<file path="config.mk">
export PLATFORM = sky130hd
export DESIGN_NAME = mod_param_scheduler
export DESIGN_NICKNAME = d
export VERILOG_FILES = /design/src/rtl/mod_param_scheduler.sv
export SDC_FILE = /design/constraint.sdc
export NUM_CORES = 1
export LEC_CHECK = 0
export ABC_AREA = 1
export BUFFER_PORTS_ARGS = -buffer_cell sky130_fd_sc_hd__buf_4
export CORE_ASPECT_RATIO = 1.75
export CORE_MARGIN = 2
export CORE_UTILIZATION = 25
export CTS_CLUSTER_DIAMETER = 200
export DETAILED_ROUTE_END_ITERATION = 16
export HOLD_SLACK_MARGIN = 0.08
export PLACE_DENSITY = 0.49
export SLEW_MARGIN = 20
export SYNTH_ARGS = -nofsm -noshare
export SYNTH_HDL_FRONTEND = slang
export SYNTH_SLANG_ARGS = --single-unit
</file>
<file path="constraint.sdc">
create_clock -name clk -period 1.18 [get_ports clk]
set_input_delay 0.059 -clock clk [delete_from_list [all_inputs] [get_ports clk]]
set_output_delay 0.059 -clock clk [all_outputs]
set_load 0.03 [all_outputs]
</file>
<file path="src/rtl/mod_param_scheduler.sv">
// Access scheduler for the parameter router: round-robin processor cache windows with settle/guard cycles.
// Optional macro PARAM_SCHED_USER_LIMIT_EN bounds a user grant while a processor start is pending.
module mod_param_scheduler #(
    parameter int CRIT_TIMEOUT = 255,
    parameter int USER_MAX     = 16
) (
    input  logic       clk,
    input  logic       rst,
    input  logic       proce_Start,
    input  logic       proce_Done,
    input  logic       user_Req,
    output logic       user_Gnt,
    output logic [1:0] sel,
    output logic       critical,
    output logic       proce_Busy,
    output logic       timeout,
    output logic [7:0] pass_Count
);

    typedef enum logic [2:0] {
        ST_IDLE    = 3'd0,
        ST_USER    = 3'd1,
        ST_ARM     = 3'd2,
        ST_CRIT    = 3'd3,
        ST_RELEASE = 3'd4
    } state_t;

    localparam logic [7:0] CRIT_LAST = 8'(CRIT_TIMEOUT - 1);

    state_t     state_r;
    state_t     next_state_s;
    logic [7:0] crit_cnt_r;
    logic       crit_hit_s;
    logic       user_expire_s;
    logic       gnt_nxt_s;
    logic       crit_nxt_s;
    logic       timeout_nxt_s;
    logic [1:0] sel_nxt_s;
    logic [7:0] pass_nxt_s;

    assign crit_hit_s = (crit_cnt_r == CRIT_LAST);

`ifdef PARAM_SCHED_USER_LIMIT_EN
    localparam logic [7:0] USER_LAST = 8'(USER_MAX - 1);
    logic [7:0] user_cnt_r;

    // Counts USER cycles with a pending processor start; idle outside USER so it is clear on entry
    always_ff @(posedge clk) begin
        if (rst) begin
            user_cnt_r <= 8'd0;
        end else if (state_r != ST_USER) begin
            user_cnt_r <= 8'd0;
        end else if (proce_Start && (user_cnt_r != USER_LAST)) begin
            user_cnt_r <= user_cnt_r + 8'd1;
        end else begin
            user_cnt_r <= user_cnt_r;
        end
    end

    assign user_expire_s = (state_r == ST_USER) && proce_Start && (user_cnt_r == USER_LAST);
`else
    logic [7:0] unused_user_max_s;
    assign unused_user_max_s = 8'(USER_MAX);
    assign user_expire_s     = 1'b0;
`endif

    // State register and critical-window counter
    always_ff @(posedge clk) begin
        if (rst) begin
            state_r    <= ST_IDLE;
            crit_cnt_r <= 8'd0;
        end else begin
            state_r <= next_state_s;
            if (state_r == ST_ARM) begin
                crit_cnt_r <= 8'd0;
            end else if (state_r == ST_CRIT) begin
                crit_cnt_r <= crit_cnt_r + 8'd1;
            end else begin
                crit_cnt_r <= crit_cnt_r;
            end
        end
    end

    // Next-state decode; processor wins a tie in IDLE
    always_comb begin
        next_state_s = state_r;
        case (state_r)
            ST_IDLE: begin
                if (proce_Start) begin
                    next_state_s = ST_ARM;
                end else if (user_Req) begin
                    next_state_s = ST_USER;
                end else begin
                    next_state_s = ST_IDLE;
                end
            end
            ST_USER: begin
                if (!user_Req || user_expire_s) begin
                    next_state_s = ST_IDLE;
                end else begin
                    next_state_s = ST_USER;
                end
            end
            ST_ARM:  next_state_s = ST_CRIT;
            ST_CRIT: begin
                if (proce_Done || crit_hit_s) begin
                    next_state_s = ST_RELEASE;
                end else begin
                    next_state_s = ST_CRIT;
                end
            end
            ST_RELEASE: next_state_s = ST_IDLE;
            default:    next_state_s = ST_IDLE;
        endcase
    end

    // Output decode from the upcoming state so every output is a flop
    always_comb begin
        gnt_nxt_s     = (next_state_s == ST_USER);
        crit_nxt_s    = (next_state_s == ST_CRIT);
        timeout_nxt_s = (state_r == ST_CRIT) && !proce_Done && crit_hit_s;
        sel_nxt_s     = sel;
        pass_nxt_s    = pass_Count;
        if (state_r == ST_RELEASE) begin
            sel_nxt_s = sel + 2'd1;
            if (sel == 2'd3) begin
                pass_nxt_s = pass_Count + 8'd1;
            end else begin
                pass_nxt_s = pass_Count;
            end
        end else begin
            sel_nxt_s  = sel;
            pass_nxt_s = pass_Count;
        end
    end

    // Output registers
    always_ff @(posedge clk) begin
        if (rst) begin
            user_Gnt   <= 1'b0;
            sel        <= 2'd0;
            critical   <= 1'b0;
            proce_Busy <= 1'b0;
            timeout    <= 1'b0;
            pass_Count <= 8'd0;
        end else begin
            user_Gnt   <= gnt_nxt_s;
            sel        <= sel_nxt_s;
            critical   <= crit_nxt_s;
            proce_Busy <= crit_nxt_s;
            timeout    <= timeout_nxt_s;
            pass_Count <= pass_nxt_s;
        end
    end

endmodule

</file>
# Yosys cells after proc, flatten, opt, wreduce, memory -nomap -nowiden
# Cells that the tools add are included.
classes:
  n_addsub: 3
  eq_ne: 8
  n_mux: 4
  n_reduce_logical: 7
ops:
  columns: ["op", "count"]
  rows:
  - ["adder 8 x 1 -> 8 bit (second input constant)", 2]
  - ["one-hot mux 3 bit (4 select lines)", 1]
  - ["== test 3 x 2 -> 1 bit (second input constant)", 3]
  - ["== test 8 bit (second input constant)", 1]
  - ["== test 3 x 1 -> 1 bit (second input constant)", 2]
  - ["== test 3 bit (second input constant)", 1]
  - ["logical NOT 3 bit", 1]
  - ["2-to-1 mux 3 bit", 1]
  - ["adder 2 x 1 -> 2 bit (second input constant)", 1]
  - ["== test 2 bit (second input constant)", 1]
  - ["logical AND 1 bit", 2]
  - ["2-to-1 mux 2 bit", 1]
  - ["AND reduction 2 bit", 1]
  - ["OR reduction 2 bit", 1]
  - ["logical NOT 1 bit", 1]
  - ["logical OR 1 bit", 1]
  - ["2-to-1 mux 1 bit", 1]
totals:
  reg_bits: 24
  input_bits: 5
  out_inout_bits: 14
  elab_cells: 29

# Depth between registers and ports, before layout
# Gate-level depths: netlist of the first run.
depth:
  word_depth: 5
  ltp_mapped: 9
  ltp_nobuf: 9

# Worst setup path after synthesis of the first run
# OpenSTA, ideal clock, no wires.
synth_timing:
  kind: "reg-to-reg"
  from: "register pass_Count[1]"
  to: "register pass_Count[6]"
  setup_time_ns: 0.116
  t_arrival_ns: 1.255
  required_ns: 1.064
  path_slack_ns: -0.191
  stages_incl_launch_ff: 7
  path_buffers: 0
  period_less_slack_ns: 1.371
  cell_sequence: "dfxtp_1 > ha_1 > nand2_1 > nor3b_1 > nand3_1 > nand2_1 > nor2_1"
synth_between:
  elab_chain_len: 1
synth_rtl:
  columns: ["element", "line_no", "source"]
  rows:
  - ["start: declaration", "17", "output logic [7:0] pass_Count"]
  - ["start signal: assignment", "152", "pass_Count <= pass_nxt_s;"]
  - ["adder 8 x 1 -> 8 bit", "127", "pass_nxt_s = pass_Count + 8'd1;"]
# Every way passes these cells.
# A chain may end at the register's enable or synchronous reset.

# Worst setup path in the final report of the first run
layout_timing:
  from: "register crit_cnt_r[0]"
  to: "register state_r[2]"
layout_between:
  elab_chain_len: 4
layout_rtl:
  columns: ["element", "line_no", "source"]
  rows:
  - ["start: declaration", "32", "logic [7:0] crit_cnt_r;"]
  - ["start signal: assignment", "77", "crit_cnt_r <= crit_cnt_r + 8'd1;"]
  - ["start signal: assignment", "79", "crit_cnt_r <= crit_cnt_r;"]
  - ["== test 8 bit", "41", "assign crit_hit_s = (crit_cnt_r == CRIT_LAST);"]
  - ["logical OR 1 bit", "106", "if (proce_Done || crit_hit_s) begin"]
  - ["2-to-1 mux 3 bit", "106", null]
  - ["one-hot mux 3 bit (4 select lines)", "87", "case (state_r)"]
  - ["end signal: assignment", "73", "state_r <= next_state_s;"]
  - ["end: declaration", "30", "state_t state_r;"]
# Every way passes these cells.

==> out/results.tsv, run 1 <==
metric	value	unit
run status	finished with violations	
failing checks	negative setup slack	
Final min period	1190	ps
commonest cells in the netlist	40 x nand2_1, 24 x dfxtp_1, 17 x inv_1	
Comb power frac	16.9	%
reg2reg setup slack	-10	ps
clock network power share	32.4	%
leak pwr	0.717	nW
Synth area leaders	dfxtp_1 42%, nand2_1 13%, a21oi_1 6.1%	
Core Area	0.00440	mm2
die outline width	55.3	um
Area Growth Syn to Fin	51.8	%
first-pass detailed-route iteration total	2	
Post-synth ARST share	0	%
worst-path fanout max	4	
Crit path buffers/inverters	1	
vias in the first global route	1115	
post-DP HPWL	2.12	mm
count of flip-flops with a built-in enable after synthesis	0	
routed vias	1125	
startpoint type of the worst setup path	flop	
die extent in y	93.7	um
NetSw	0.000434	W
unrepaired setup endpoints after global routing	true	
Critical Path End Type	flop	
Sw Ratio	25.6	%
Most used DFF post-synth	dfxtp_1	
final hold slack	115	ps
post-route ant nets	0	
worst r2r src	crit_cnt_r[0]	
post-synthesis sequential area ratio	41.8	%
Worst IR Drop VDD	0.564	mV
Max-cap violations	0	
Seq cells post-synth	24	
worst skew pair latency	260	ps
global-route wire length before repair	4.75	mm
max_slew headroom	82.6	%
dpl cells	240	
Finish-stage setup viols	2	
Total GRT Usage	11.5	%
Syn. warnings	0	
Max Freq	0.839	GHz
# rows	32	
clk_skew	1.82	ps
Worst-path clk slew	80	ps
count of cell types in the netlist	24	
Arrival @ worst endpoint	1350	ps
CP Class	flop to flop	
via/cell ratio	4.43	
Post-Route WL	2.88	mm
Final Slew Violations	0	
CP dominant cell by count	nand2_2	
Hold EP	user_Gnt	
Max clock buf depth	2	
most frequent cell after synthesis	nand2_1	
gr ovfl total	0	
Starting Density	26.1	%
share of power burned in registers	50.6	%
Die ar.	0.00518	mm2
P per Cell Area	973	mW/mm2
ant diodes	0	
area of the mapped netlist	0.00115	mm2
share of layout cells above drive strength 1	46.8	%
clk root buf	clkbuf_8	
DRC violations left	0	
CTS Buf Count	3	
Fin. Hold Viols	0	
internal power	0.00126	W
slowest CP cell	dfxtp_4	
Synthesized Nets	165	
clk sinks	24	
RePlAce Congestion	0.803	
Non-Filler Instances	254	
Port Buf Inserts	18	
largest net degree at the start of global routing	14	
worst-margin pin slew	259	ps
average size of a mapped cell	7.37	um2
Yosys top cell by area	dfxtp_1	
Synth top area share	41.8	%
Tightest Hold Check Type	primary input to flop	
cell count after synthesis	156	
fin crit share	101	%
fin worst setup slack	-11.6	ps
CP required	1340	ps
CP delay by family, top	flip-flops	
Hold Path Depth	3	
slowest stage delay, CP	370	ps
Critical R2R Capture	state_r[2]	
# fillers	462	
Hold Startpoint	user_Req	
TritonCTS clock tree	yes	
io pins	19	
Reg2Reg Depth	6	
CTS HTree Levels	1	
initial antenna violation count	0	
DR WL/cell	11.3	um
Cell Chain, Critical Path	inv_4 > ha_4 > nand2_2 > nor2_2 > nand2_2 > a211oi_2	
Layout Nets	213	
DRT iter0 DRCs	27	
## cells in the final DEF (no fill, tap or decap), drive strengths merged
master       synthesis  layout
nand2               44      44
buf                  2      43
dfxtp               24      24
inv                 20      21
nor2                19      19
nand3               16      16
a21oi               14      14
clkbuf               0       4
ha                   4       4
o21ai                3       3
xor2                 2       2
xnor2                2       2
dlygate4sd3          0       2
nor3b                1       1
a211oi               1       1
nor3                 1       1
nand4                1       1
nor4                 1       1
## kinds of logic after synthesis
logic type / after synthesis / synth area share, %
xor+xnor: 4 / 3.05
simple gates: 83 / 34.7
compound gates: 18 / 8.05
flops: 24 / 41.8
buf+inv: 23 / 8.05
fa+ha+maj: 4 / 4.35
## per-layer routing
layer	global-route usage, %	wire [um]	vias to the layer above
met5	0	0	-
met4	5.89	68	0
met2	23.0	1660	18
met3	1.24	74	6
li1	-	-	589
met1	11.3	1070	512
## worst register-to-register path, cell delays in order (launching register included)
cell and delay, ps:
dfxtp_4 370, inv_4 70, ha_4 130, nand2_2 50, nor2_2 110, nand2_2 100, a211oi_2 260
## through the flow
step           cell area, um2  TNS (ps)  util, %  total power [W]  setup WS [ps]
2_1_floorplan            1160     -47.7        -          0.00100          -47.7
3_3_place_gp             1470      -220     33.4          0.00109          -79.0
3_5_place_dp             1470      -257     33.4          0.00109          -82.1
4_1_cts                  1550      -165     35.2          0.00166          -60.3
5_1_grt                  1750      -472     39.6          0.00179          -87.1
6_report                 1750     -12.7     39.6          0.00170          -11.6
## what timing repair did
| item | in CTS | in global routing |
|---|---|---|
| resized for setup | 3 | 39 |
| setup buffers | 0 | 8 |
| endpoints found under the setup margin | 6 | 16 |
| hold buffers | 2 | 0 |
| endpoints found under the hold margin | 8 | 0 |
| pin swaps | 0 | 14 |
## cell type report
cell class | instances | area, um2 | share of cell area (%)
Multi-Input combinational cell | 109 | 692 | 39.6
Sequential cell | 24 | 505 | 29.0
Timing Repair Buffer | 45 | 343 | 19.6
Inverter | 21 | 86.3 | 4.95
Tap cell | 51 | 63.8 | 3.66
Clock buffer | 4 | 55.1 | 3.15
## worst max path at each step
stage,start,end,slack (ps),depth (start not counted)
after global routing,crit_cnt_r[0],state_r[1],-90,9
final,crit_cnt_r[0],state_r[2],-10,6
after global placement,crit_cnt_r[0],state_r[2],-80,6
after CTS,crit_cnt_r[0],state_r[2],-60,6
after detailed placement,crit_cnt_r[0],state_r[1],-80,9
after floorplan,pass_Count[1],pass_Count[6],-50,6
## sequential cells by signal (all words and copies together), names as in the netlist
name,count
sel,2
state_r,3
crit_cnt_r,8
proce_Busy,1
timeout,1
pass_Count,8
user_Gnt,1
## power groups by stage
stage | clock network [W] | registers [W] | logic, W
after detailed placement | 0 | 0.000877 | 0.000213
after floorplan | 0 | 0.000882 | 0.000122
after CTS | 0.000585 | 0.000861 | 0.000219
after global routing | 0.000616 | 0.000864 | 0.000312
final | 0.000551 | 0.000860 | 0.000287
after global placement | 0 | 0.000877 | 0.000213
Note: power is estimated with default switching activity, not from simulation.
==> inputs of run 2 (changes only) <==
--- a/config.mk
+++ b/config.mk
@@ -14,6 +14,7 @@
 export DETAILED_ROUTE_END_ITERATION = 16
 export HOLD_SLACK_MARGIN = 0.08
 export PLACE_DENSITY = 0.49
+export SKIP_LAST_GASP = 1
 export SLEW_MARGIN = 20
 export SYNTH_ARGS = -nofsm -noshare
 export SYNTH_HDL_FRONTEND = slang
==> run 2 against run 1 <==
Net effect: the run still ends with negative setup slack left; utilization down 0.11 points; critical path depth unchanged; hold slack worse by 0.57 ps; largest cell class unchanged; clock power about the same; sequential power about the same.
==> out/results.tsv, run 2 (synthesis gave the netlist of run 1 again) <==
metric	value	unit
run status	finished with violations	
failing checks	negative setup slack	
CP Class	flop to flop	
# rows	32	
share of power burned in registers	50.7	%
DR WL met2	1.70	mm
initial antenna violation count	0	
gr ovfl total	0	
Crit path buffers/inverters	1	
die extent in y	93.7	um
RePlAce Congestion	0.803	
reg2reg setup slack	-9	ps
Final Slew Violations	0	
TritonCTS clock tree	yes	
Total GRT Usage	11.5	%
Setup crit start	crit_cnt_r[0]	
stages on the worst setup path	6	
CTS HTree Levels	1	
Largest regs	crit_cnt_r x8, pass_Count x8, state_r x3	
design area	0.00174	mm2
Critical Path End Type	flop	
Core Area	0.00440	mm2
CTS Buf Count	3	
clk sinks	24	
top routing layer in use	met4	
Area Growth Syn to Fin	51.4	%
Comb power frac	16.9	%
placed inst area	0.00147	mm2
die outline width	55.3	um
total power	0.00169	W
DRT iter0 DRCs	13	
Sw Ratio	25.5	%
fin worst setup slack	-9.45	ps
commonest non-fill, non-tap cells in the layout	43 x buf_4, 35 x nand2_1, 16 x inv_1	
Layout Nets	213	
Post-Route WL	2.89	mm
startpoint type of the worst setup path	flop	
unrepaired setup endpoints after global routing	true	
final hold slack	114	ps
worst skew pair latency	260	ps
worst r2r src	crit_cnt_r[0]	
largest net degree at the start of global routing	14	
most common cell after layout, fill and taps aside	buf_4	
max_slew headroom	82.6	%
Tightest Hold Check Type	primary input to flop	
DRC violations left	0	
clock network power share	32.4	%
DR WL/cell	11.4	um
Max Freq	0.841	GHz
CP required	1340	ps
routed vias	1127	
P per Cell Area	974	mW/mm2
ant diodes	0	
internal power	0.00126	W
clk root buf	clkbuf_8	
Worst IR Drop VDD	0.558	mV
vias in the first global route	1115	
Reg2Reg Depth	6	
io pins	19	
clk_skew	2.57	ps
slowest stage delay, CP	370	ps
dpl cells	240	
Worst-path clk slew	80	ps
Finish-stage setup viols	3	
Max clock buf depth	2	
share of layout cells above drive strength 1	46.8	%
leak pwr	0.715	nW
post-DP HPWL	2.12	mm
NetSw	0.000432	W
slowest CP cell	dfxtp_4	
Port Buf Inserts	18	
CP delay by family, top	flip-flops	
Fin. Hold Viols	0	
Starting Density	26.1	%
detailed-routing wirelength on met1	1.05	mm
Layout Utilization	39.5	%
post-route ant nets	0	
via/cell ratio	4.44	
Final min period	1190	ps
Cell Chain, Critical Path	inv_4 > ha_4 > nand2_2 > nor2_2 > nand2_2 > a211oi_2	
Arrival @ worst endpoint	1350	ps
worst-path fanout max	4	
length of routed met3 wiring	71	um
Die ar.	0.00518	mm2
CP endpoint	state_r[2]	
fin crit share	101	%
global-route wire length before repair	4.75	mm
CP dominant cell by count	nand2_2	
Non-Filler Instances	254	
Critical R2R Capture	state_r[2]	
worst-margin pin slew	259	ps
Max-cap violations	0	
first-pass detailed-route iteration total	2	
run 2: worst reg2reg max path, delay by kind of cell, from the launching register on:
| kind | cells | cell delay [ps] |
|---|---|---|
| buf+inv | 1 | 70 |
| compound gates | 1 | 260 |
| fa+ha+maj | 1 | 130 |
| flops | 1 | 370 |
| simple gates | 3 | 260 |
run 2: worst min path at each step:
stage | start | slack, ps | endpoint | depth (start not counted)
global route | user_Req | 110 | user_Gnt | 3
global placement | proce_Done | 240 | timeout | 2
floorplan | proce_Done | 140 | timeout | 1
finish | user_Req | 110 | user_Gnt | 3
CTS | user_Req | 90 | user_Gnt | 3
detailed placement | proce_Done | 240 | timeout | 2
run 2: final cells by class:
| cell class | count | area [um2] |
|---|---|---|
| Fill cell | 465 | 2660 |
| Multi-Input combinational cell | 109 | 687 |
| Sequential cell | 24 | 505 |
| Timing Repair Buffer | 45 | 343 |
| Inverter | 21 | 86.3 |
| Tap cell | 51 | 63.8 |
| Clock buffer | 4 | 55.1 |
run 2: routing by layer:
metal / global-route usage [%] / vias to the layer above
met2: 23.0 / 18
met3: 1.24 / 6
li1: - / 590
met4: 5.89 / 0
met5: 0 / -
met1: 11.3 / 513
run 2: power groups by stage:
stage / logic (W) / registers [W] / clock network, W
floorplan: 0.000122 / 0.000882 / 0
global placement: 0.000213 / 0.000877 / 0
detailed placement: 0.000213 / 0.000877 / 0
CTS: 0.000219 / 0.000861 / 0.000585
global route: 0.000310 / 0.000864 / 0.000616
finish: 0.000286 / 0.000860 / 0.000549
run 2: stage by stage:
step	setup slack [ps]	setup TNS, ps
4_1_cts	-60.3	-165
6_report	-9.45	-20.3
5_1_grt	-85.6	-487
3_5_place_dp	-82.1	-257
2_1_floorplan	-47.7	-47.7
3_3_place_gp	-79.0	-220
run 2: repair_timing:
| item | CTS | global route |
|---|---|---|
| setup endpoints to repair | 6 | 16 |
| buffers inserted | 0 | 8 |
| hold buffers | 2 | 0 |
| resized for setup | 3 | 38 |
| pin swaps | 0 | 14 |
| hold endpoints to repair | 8 | 0 |
